**src/rtl/ten_bit_incrementer.sv**
```systemverilog
// Registered WIDTH-bit +1 incrementer with carry-out, built as GROUP-bit carry-lookahead blocks.
// The sum and carry are combinational; s/o/valid are registered with one-cycle latency.

module ten_bit_incrementer_group #(
    parameter int GROUP = 5
) (
    input  logic [GROUP-1:0] a,
    input  logic             cin,
    output logic [GROUP-1:0] s,
    output logic             p
);
    logic [GROUP-1:0] c;

    // Prefix carries inside the group: c[i] is cin AND all lower bits of a.
    always_comb begin
        c    = '0;
        c[0] = cin;
        for (int i = 1; i < GROUP; i++) c[i] = c[i-1] & a[i-1];
    end

    assign s = a ^ c;
    assign p = &a;
endmodule

module ten_bit_incrementer #(
    parameter int WIDTH = 10,
    parameter int GROUP = 5
) (
    input  logic             clk,
    input  logic             rst_n,
    input  logic             en,
    input  logic [WIDTH-1:0] a,
    output logic [WIDTH-1:0] s,
    output logic             o,
    output logic             valid
);
    // WIDTH is expected to be a whole number of groups.
    localparam int NUM_GROUPS = WIDTH / GROUP;

    logic [NUM_GROUPS-1:0][GROUP-1:0] a_grp;
    logic [NUM_GROUPS-1:0][GROUP-1:0] s_grp;
    logic [NUM_GROUPS-1:0]            grp_p;
    logic [NUM_GROUPS-1:0]            grp_c;
    logic [WIDTH-1:0]                 sum;
    logic                             carry;

    assign a_grp = a;

    // Group carry-in is the AND of every lower group's propagate (carry-in to the adder is 1).
    for (genvar k = 0; k < NUM_GROUPS; k++) begin : g_grp
        if (k == 0) begin : g_first
            assign grp_c[k] = 1'b1;
        end else begin : g_rest
            assign grp_c[k] = &grp_p[k-1:0];
        end

        ten_bit_incrementer_group #(.GROUP(GROUP)) u_grp (
            .a   (a_grp[k]),
            .cin (grp_c[k]),
            .s   (s_grp[k]),
            .p   (grp_p[k])
        );
    end

    assign sum   = s_grp;
    assign carry = &grp_p;

    always_ff @(posedge clk) begin
        if (!rst_n) begin
            s     <= '0;
            o     <= 1'b0;
            valid <= 1'b0;
        end else begin
            valid <= en;
            if (en) begin
                s <= sum;
                o <= carry;
            end
        end
    end
endmodule

```
**config.mk**
```make
export PLATFORM = sky130hd
export DESIGN_NAME = ten_bit_incrementer
export DESIGN_NICKNAME = d
export VERILOG_FILES = /design/src/rtl/ten_bit_incrementer.sv
export SDC_FILE = /design/constraint.sdc
export NUM_CORES = 1
export LEC_CHECK = 0
export BUFFER_PORTS_ARGS = -buffer_cell sky130_fd_sc_hd__buf_2
export CORE_MARGIN = 1
export CORE_UTILIZATION = 43
export CTS_BUF_LIST = sky130_fd_sc_hd__clkbuf_4 sky130_fd_sc_hd__clkbuf_8
export CTS_CLUSTER_SIZE = 10
export DETAILED_ROUTE_END_ITERATION = 7
export PLACE_DENSITY_LB_ADDON = 0.2
export SLEW_MARGIN = 20
export SYNTH_ARGS = -nofsm -noshare
export SYNTH_HDL_FRONTEND = slang
export SYNTH_SLANG_ARGS = --single-unit
```
**constraint.sdc**
```tcl
create_clock -name clk -period 1.4 [get_ports clk]
set_input_delay 0.07 -clock clk [delete_from_list [all_inputs] [get_ports clk]]
set_output_delay 0.07 -clock clk [all_outputs]
set_load 0.1 [all_outputs]
```
# Yosys cells after proc, flatten, opt, wreduce, memory -nomap -nowiden
# Index checks and enable logic that the tools add are counted.
[totals]
ff_bits = 12
out_inout_bits = 12
wordCells = 14
[op_classes]
bitwise_logic = 9
reduce_logical = 2
[op_table]
columns = ["operator", "n"]
rows = [
  ["AND reduction 10 bit", 1],
  ["bitwise XOR 5 bit", 2],
  ["AND 1 bit", 7],
  ["AND reduction 5 bit", 1],
]

# Depth between registers and ports, before layout
# Gate-level depths: netlist (run 1).
[depth]
word_depth = 6
mapped_depth = 9
ltp_nobuf = 9

# Modules after synthesis
# Synthesis (run 1) repeated with hierarchy kept, for this count alone.
[hier_totals]
hier_cells = 56
hier_area_um2 = 609.3
[modules_own_cells]
columns = ["mod", "instances", "cells_per_inst", "area_each_um2", "seq_area_each_um2"]
rows = [
  ["ten_bit_incrementer", 1, 40, 466.7, 240.2],
  ["ten_bit_incrementer_group", 2, 8, 71.3, 0.0],
]

# Worst setup path before layout (run 1)
# OpenSTA, ideal clock, no wires.
[synth_timing]
kind = "input port to flip-flop"
from = "input port a[0]"
to = "register s[9]"
setup_ns = 0.117
t_arrival_ns = 1.370
required_ns = 1.283
slack_ns = -0.087
path_stages = 9
path_buffers = 0
cell_sequence = "ha_1 > and4_4 > ha_1 > ha_1 > ha_1 > ha_1 > xnor2_1 > nand2_1 > o211a_1"
[synth_between]
elab_chain_len = 6
[synth_lines]
columns = ["element", "line_no", "text"]
rows = [
  ["from (decl)", "32", "input logic [WIDTH-1:0] a,"],
  ["AND reduction 5 bit", "22", "assign p = &a;"],
  ["AND 1 bit (4 in series)", "18", "for (int i = 1; i < GROUP; i++) c[i] = c[i-1] & a[i-1];"],
  ["bitwise XOR 5 bit", "21", "assign s = a ^ c;"],
  ["to (signal assigned)", "76", "s <= sum;"],
  ["to (decl)", "33", "output logic [WIDTH-1:0] s,"],
]
# Every way passes these cells.
# A chain may end at the register's enable or synchronous reset.

# Final worst setup path (run 1)
# Ends and elaborated chain as after synthesis.

==> results of run 1 <==
## power by group
group          internal (W)  total, W  switching (W)  leakage, nW
Sequential         0.000363  0.000372     0.00000915       0.0992
Combinational     0.0000655  0.000271       0.000205        0.283
Clock              0.000158  0.000269       0.000111       0.0210
Total              0.000586  0.000911       0.000325        0.403
## metrics by stage
stage | setup slack, ns | power (W) | area, um^2 | TNS [ns] | cells
after global placement | -0.159 | 0.000648 | 754 | -0.284 | 86
after global routing | 0.0708 | 0.000959 | 791 | 0 | 90
after floorplan | 0.0143 | 0.000600 | 644 | 0 | 50
after CTS | 0.0926 | 0.000925 | 791 | 0 | 90
final | 0.0927 | 0.000911 | 791 | 0 | 90
after detailed placement | -0.205 | 0.000654 | 754 | -0.361 | 86
## synthesized netlist by cell type
cell      instances  area share
dfxtp_1          12        0.41
ha_1              7        0.15
mux2i_1           7        0.12
nor2b_1           7       0.075
nand2_1           4       0.026
o211a_1           3       0.052
xnor2_1           2       0.030
and2_4            1       0.015
and4_1            1       0.015
and4_4            1       0.019
buf_12            1       0.034
buf_6             1       0.019
clkbuf_1          1      0.0064
nand3b_1          1       0.013
nand4_1           1       0.011
## worst max-delay path, cell delays in order
cell and delay, ns:
buf_2 0.12, ha_4 0.15, and4_4 0.17, ha_4 0.17
ha_4 0.16, ha_4 0.16, ha_4 0.15, xnor2_1 0.14
nand2_1 0.07, o211a_1 0.11
## sequential cells by signal, summed over array words and instances (netlist names)
name / flops
o: 1
valid: 1
s: 10
## layer usage
metal | vias up | global-route usage | part of all wire
li1 | 227 | - | -
met1 | 208 | 0.184 | 0.39
met2 | 12 | 0.317 | 0.56
met3 | 0 | 0.104 | 0.051
met4 | 0 | 0.0259 | 0
met5 | - | 0 | 0
## kinds of logic (layout without fill, tap and decap cells)
| logic type | after synthesis | in the layout | synth area share |
|---|---|---|---|
| xor gates and xnor gates | 2 | 2 | 0.0301 |
| muxes | 7 | 7 | 0.120 |
| AOI/OAI and AO/OA | 3 | 3 | 0.0516 |
| and+or+nand+nor | 16 | 16 | 0.174 |
| DFF | 12 | 12 | 0.413 |
| buffers and inverters | 3 | 29 | 0.0602 |
| adders and majority gates | 7 | 7 | 0.151 |
## final cells by class
| cell class | count | area share |
|---|---|---|
| multi-input cells | 35 | 0.467 |
| repair buffers | 25 | 0.161 |
| flip-flops and latches | 12 | 0.304 |
| clock buffers | 4 | 0.0459 |
| well taps | 14 | 0.0222 |
## path summary, 6_finish.rpt
path / end / start / depth (start not counted)
worst max-delay path: s[9] / a[0] / 10
worst min-delay path: o / a[8] / 3
worst max register to register: s[9] / s[9] / 1
worst min register to register: s[4] / s[4] / 1
==> flow_metrics.py, run 1 <==
metrics = {
    "timing": {
        "grt_setup_unrepaired": "false",
        "slew_viol_final": 0,
        "max_freq_mhz": 765,
        "period_share": 0.934,
        "setup_violations": 0,
        "timing.hold.ws_ns": 0.0744,
        "finalCriticalPeriod_ns": 1.31,
        "clock_skew_ns": 0,
        "slew-limit-headroom": 0.677,
        "worstMarginPinSlew_ns": 0.487,
        "hold_viol": 0,
    },
    "cells_and_area": {
        "diodes": 0,
        "multi_input_area_um2": 369,
        "syn2layout_area_growth_pct": 35.9,
        "fin_nets": 97,
        "final_common_cell": "buf_2",
        "fillers": 103,
        "final_util": 0.667,
        "drive_gt1_frac": 0.474,
        "ff_latch_area_um2": 240,
        "final_cell_mix": "24 x buf_2, 12 x dfxtp_1, 7 x mux2i_1, 7 x nor2b_1, 5 x ha_4",
    },
    "synth": {
        "synth_nets": 70,
        "synth_cell_types": 15,
        "syn_inst": 50,
        "synth-seq-area-share": 0.413,
        "synth_seq_cells": 12,
        "synth_area_um2": 582,
        "ys_warn_count": 0,
        "avgSynthCellArea_um2": 11.6,
    },
    "route": {
        "via_per_inst": 4.97,
        "wire_per_inst_um": 12.6,
        "num_vias": 447,
        "drtPass1Iterations": 3,
        "drc": 0,
        "finalWirelength_mm": 1.13,
        "drtIter0Drc": 5,
        "final_antenna_net_count": 0,
    },
    "power": {
        "power_density_nw_per_um2": 1150,
        "p_leak_nw": 0.403,
        "ir_worst_vdd_mv": 0.689,
    },
    "setup_path": {
        "end_kind": "flop",
        "cp.arrival_ns": 1.48,
        "worstSetupPathType": "input port to flop",
        "reg2reg_slack_ns": 0.78,
        "worstPathMaxFanout": 2,
        "cp.required_ns": 1.57,
        "startpoint_type": "input port",
    },
    "clock_network": {
        "post_cts_buffers": 0,
        "cts-resized-gates": 0,
        "numCtsBuffers": 3,
        "cts_tree": "yes",
        "clkTransAtPathRegs_ns": 0.07,
        "cts_sinks": 12,
        "clkLatencyLatePin_ns": 0.27,
        "ctsHoldBuffers": 0,
        "cts.path.max_buffers": 2,
        "cts-root-buf": "clkbuf_4",
        "h-tree-depth": 1,
    },
    "floorplanning": {
        "initial_utilization": 0.491,
        "fp.dieW_um": 38.8,
        "die_y_um": 38.8,
        "dieArea_um2": 1500,
        "ios": 25,
        "placementRows": 12,
        "fp.coreArea_um2": 1190,
    },
    "place": {
        "gp_congestion": 0.721,
        "portBuffers": 24,
    },
    "grt": {
        "grt_max_degree": 16,
        "grt_pass1_vias": 414,
        "grt_first_pass_wirelength_mm": 1.73,
        "antenna_found_initial": 0,
        "grt_overflow_total": 0,
        "grt.total_usage": 0.179,
    },
    "min_path": {
        "worstHoldPathType": "input port to flop",
    },
    "job": {
        "timing.max_cap.violations": 0,
    },
    "status": {
        "status": "complete, no violations",
    },
}
Note: power is estimated with default switching activity, not from simulation.
==> run 2, diff against run 1 <==
- MAX_ROUTING_LAYER: default -> met4
- REMOVE_ABC_BUFFERS: default -> 1
==> run 2 against run 1 <==
Against the previous run:
- combinational power decreased by 2%
- clock skew is the same
- largest power group unchanged
- maximum frequency is 3.5% lower
- cell count grew 1.1%
- cell area fell by 6.8%
- highest routed layer unchanged
- global-route usage shrank 1.7 points
- register-to-register slack is essentially flat
- critical path type unchanged
- die area unchanged
- sequential share of layout area grew 2.2 points
==> flow_metrics.py, run 2 (synthesis results as in run 1) <==
metrics = {
    "power": {
        "power_density_nw_per_um2": 1130,
        "ir_worst_vdd_mv": 0.745,
        "p_leak_nw": 0.404,
        "power_w": 0.000833,
    },
    "timing": {
        "grt_setup_unrepaired": "false",
        "worstMarginPinSlew_ns": 0.486,
        "hold_viol": 0,
        "clock_skew_ns": 0,
        "period_share": 0.968,
        "setup_violations": 0,
        "finalCriticalPeriod_ns": 1.35,
        "tns_ns": 0,
        "slew_viol_final": 0,
        "max_freq_mhz": 738,
        "slew-limit-headroom": 0.678,
    },
    "cells_and_area": {
        "fin_nets": 99,
        "final_cell_mix": "24 x buf_2, 12 x dfxtp_1, 7 x mux2i_1, 7 x nor2b_1",
        "drive_gt1_frac": 0.455,
        "diodes": 0,
        "top_register": "s",
        "reg_top3": "s: 10 flops, o: 1 flops, valid: 1 flops",
        "fillers": 110,
        "syn2layout_area_growth_pct": 26.7,
        "final_common_cell": "buf_2",
        "largest_register_ffs": 10,
    },
    "floorplanning": {
        "placementRows": 12,
        "fp.coreArea_um2": 1190,
        "fp.dieW_um": 38.8,
        "initial_utilization": 0.491,
        "die_y_um": 38.8,
        "ios": 25,
        "dieArea_um2": 1500,
    },
    "setup_path": {
        "cp.arrival_ns": 1.52,
        "worstPathMaxFanout": 2,
        "cp.required_ns": 1.56,
        "end_kind": "flop",
        "worstSetupPathType": "input port to flop",
        "startpoint_type": "input port",
    },
    "grt": {
        "grt_pass1_vias": 412,
        "grt_first_pass_wirelength_mm": 1.57,
        "grt.total_usage": 0.162,
        "grt_max_degree": 16,
        "antenna_found_initial": 0,
        "grt_overflow_total": 0,
    },
    "job": {
        "timing.max_cap.violations": 0,
    },
    "route": {
        "wire_per_inst_um": 10.7,
        "via_per_inst": 4.85,
        "num_vias": 441,
        "final_antenna_net_count": 0,
        "drtIter0Drc": 3,
        "finalWirelength_um": 974,
        "drc": 0,
        "drtPass1Iterations": 2,
    },
    "clock_network": {
        "cts_tree": "yes",
        "cts_sinks": 12,
        "h-tree-depth": 1,
        "clkTransAtPathRegs_ns": 0.07,
        "clkLatencyLatePin_ns": 0.26,
        "cts.path.max_buffers": 2,
        "cts-root-buf": "clkbuf_4",
        "numCtsBuffers": 3,
    },
    "place": {
        "gp_congestion": 0.712,
        "dp_hpwl_um": 780,
        "portBuffers": 24,
    },
    "min_path": {
        "worstHoldPathType": "input port to flop",
    },
    "status": {
        "status": "complete, no violations",
    },
}
==> run 2: area by class of cell <==
cell class | instances | area (um^2) | share of cell area
Clock buffer | 3 | 22.5 | 0.0306
Multi-Input combinational cell | 35 | 314 | 0.426
Sequential cell | 12 | 240 | 0.326
Tap cell | 14 | 17.5 | 0.0238
Timing Repair Buffer | 27 | 143 | 0.194
==> run 2: path summary, 6_finish.rpt <==
kind	start	endpoint	slack [ns]	cells past startpoint
worst max-delay path	a[0]	s[9]	0.05	10
worst min-delay path	a[8]	o	0.05	3
worst max register to register	s[9]	s[9]	0.79	1
worst min register to register	o	o	0.47	2
==> run 2: metal layers <==
| layer | GRT usage | part of all wire |
|---|---|---|
| met1 | 0.151 | 0.40 |
| met3 | 0.104 | 0.078 |
| met2 | 0.283 | 0.52 |
| met4 | 0.0259 | 0 |
| met5 | - | 0 |
==> run 2: per-stage QoR <==
stage	std cells	instance area [um^2]	hold slack, ns	setup slack (ns)	utilization
2_1_floorplan	47	547	0.198	-0.0874	-
3_3_place_gp	88	707	0.335	-0.257	0.596
3_5_place_dp	88	707	0.325	-0.306	0.596
4_1_cts	91	732	0.0414	0.0212	0.617
5_1_grt	91	737	0.0538	0.0132	0.621
6_report	91	737	0.0530	0.0450	0.621
==> run 2: repair_timing <==
| item | in CTS | in global routing |
|---|---|---|
| pin swaps | 0 | 1 |
| hold buffers | 0 | 0 |
| setup buffers | 0 | 0 |
| resized for setup | 1 | 2 |
| endpoints found under the setup margin | 1 | 2 |
==> run 2: where the power goes <==
group	internal (W)	switching (W)
Clock	0.0000992	0.0000974
Combinational	0.0000643	0.000200
Sequential	0.000363	0.00000871
==> run 2: worst max-delay path: stages <==
cell and delay, ns:
buf_2 0.11, ha_2 0.18, and4_4 0.15, ha_1 0.18, ha_2 0.17, ha_1 0.17, ha_2 0.17, xnor2_1 0.14
nand2_1 0.07, o211a_1 0.11
==> run 3, diff against run 2 <==
==> constraint.sdc (replaced) <==
create_clock -name clk -period 1.4 [get_ports clk]
set_input_delay 0.28 -clock clk [delete_from_list [all_inputs] [get_ports clk]]
set_output_delay 0.28 -clock clk [all_outputs]
set_load 0.1 [all_outputs]
==> run 3 against run 2 <==
Against the previous run:
- the run now ends with setup timing left
- sequential cell count did not move
- register-to-register slack got worse by 0.04 ns
- first-iteration DRC count rose to 3.3 times the previous value
==> flow_metrics.py, run 3 (synthesis results as in run 1) <==
metrics = {
    "cells_and_area": {
        "final_common_cell": "buf_2",
        "final_area_um2": 841,
        "fin_nets": 101,
        "drive_gt1_frac": 0.513,
        "final_util": 0.709,
        "diodes": 0,
        "fillers": 96,
        "reg_top3": "s: 10 flops, o: 1 flops, valid: 1 flops",
        "final_cell_mix": "22 x buf_2, 12 x dfxtp_1, 7 x mux2i_1, 7 x nor2b_1",
        "syn2layout_area_growth_pct": 44.5,
        "largest_register_ffs": 10,
        "top_register": "s",
    },
    "route": {
        "drc": 0,
        "num_vias": 468,
        "final_antenna_net_count": 0,
        "finalWirelength_mm": 1.14,
        "wire_per_inst_um": 12.2,
        "drtPass1Iterations": 4,
        "drtIter0Drc": 10,
        "via_per_inst": 4.98,
    },
    "timing": {
        "tns_ns": -0.0157,
        "fin_ws_ns": -0.0157,
        "grt_setup_unrepaired": "true",
        "hold_viol": 0,
        "max_freq_mhz": 706,
        "worstMarginPinSlew_ns": 0.495,
        "slew_viol_final": 0,
        "slew-limit-headroom": 0.672,
        "setup_violations": 1,
        "finalCriticalPeriod_ns": 1.42,
        "period_share": 1.01,
        "clock_skew_ns": 0,
    },
    "floorplanning": {
        "fp.coreArea_um2": 1190,
        "initial_utilization": 0.491,
        "placementRows": 12,
        "dieArea_um2": 1500,
        "ios": 25,
        "die_y_um": 38.8,
        "fp.dieW_um": 38.8,
    },
    "place": {
        "gp_congestion": 0.671,
        "portBuffers": 24,
        "postPlaceCellArea_um2": 707,
        "dp_hpwl_um": 757,
    },
    "setup_path": {
        "cp.required_ns": 1.56,
        "startpoint": "a[0]",
        "reg2reg_slack_ns": 0.75,
        "startpoint_type": "input port",
        "cp.arrival_ns": 1.58,
        "end_kind": "flop",
        "worstSetupPathType": "input port to flop",
        "rr_endpoint": "s[3]",
        "worstPathMaxFanout": 2,
        "worstRegToRegCells": 2,
        "endpoint": "s[9]",
        "reg2reg_from": "s[3]",
    },
    "grt": {
        "grt_overflow_total": 0,
        "grt.total_usage": 0.184,
        "antenna_found_initial": 0,
        "grtUsageMet3": 0.0520,
        "busiest_layer": "met2",
        "grt_pass1_vias": 399,
        "grt_first_pass_wirelength_mm": 1.73,
        "grt_max_degree": 16,
        "use_met2": 0.292,
        "met1_usage": 0.217,
    },
    "power": {
        "power_w": 0.000928,
        "p_leak_nw": 0.432,
        "ir_worst_vdd_mv": 0.842,
        "power_density_nw_per_um2": 1100,
    },
    "clock_network": {
        "h-tree-depth": 1,
        "cts-root-buf": "clkbuf_4",
        "cts_tree": "yes",
        "clkLatencyLatePin_ns": 0.26,
        "ctsHoldBuffers": 0,
        "clkTransAtPathRegs_ns": 0.08,
        "numCtsBuffers": 3,
        "cts.path.max_buffers": 2,
        "cts_sinks": 12,
    },
    "job": {
        "timing.max_cap.violations": 0,
    },
    "min_path": {
        "worstHoldPathType": "input port to flop",
    },
    "status": {
        "violations": "setup timing",
        "status": "finished, violations left",
    },
}
==> run 3: repair_timing <==
| item | in CTS | in global routing |
|---|---|---|
| setup endpoints to repair | 3 | 2 |
| hold endpoints to repair | 0 | 0 |
| setup buffers | 1 | 1 |
| resized for setup | 12 | 1 |
| pin swaps | 6 | 5 |
==> run 3: area by class of cell <==
class                           count  area, um^2  area share
Sequential cell                    12         240       0.286
Multi-Input combinational cell     35         377       0.448
Tap cell                           14        17.5      0.0208
Clock buffer                        4        36.3      0.0432
Timing Repair Buffer               29         170       0.202
==> run 3: where the power goes <==
| part | switching [W] | internal [W] |
|---|---|---|
| combinational | 0.000208 | 0.0000758 |
| clock | 0.000115 | 0.000158 |
| sequential | 0.00000888 | 0.000362 |
| total | 0.000332 | 0.000596 |
==> run 3: worst max-delay path, cell delays in order <==
cell and delay, ns:
buf_6 0.10, ha_4 0.14, and4_4 0.15, ha_4 0.16, ha_4 0.15, ha_4 0.16
ha_4 0.15, xnor2_2 0.10, nand2_1 0.06, o211a_1 0.11
==> run 3: how the worst min path moves through the flow <==
stage | start | end | slack, ns | cells past startpoint
finish | a[0] | s[0] | 0.27 | 3
global route | a[0] | s[0] | 0.28 | 3
CTS | a[0] | s[0] | 0.27 | 3
detailed placement | o | o | 0.47 | 2
global placement | o | o | 0.46 | 2
floorplan | rst_n | s[1] | 0.41 | 1
==> run 3: layer usage <==
layer / wire length (um) / vias up
met2: 574 / 15
met1: 507 / 214
li1: - / 237
met4: 10 / 0
met5: 0 / -
met3: 51 / 2
==> run 3: stage by stage <==
| step | cells | setup slack (ns) | hold slack, ns |
|---|---|---|---|
| after floorplan | 47 | -0.297 | 0.408 |
| after global placement | 88 | -0.466 | 0.455 |
| after detailed placement | 88 | -0.488 | 0.465 |
| after CTS | 93 | -0.0469 | 0.269 |
| after global routing | 94 | -0.0296 | 0.277 |
| final | 94 | -0.0157 | 0.272 |
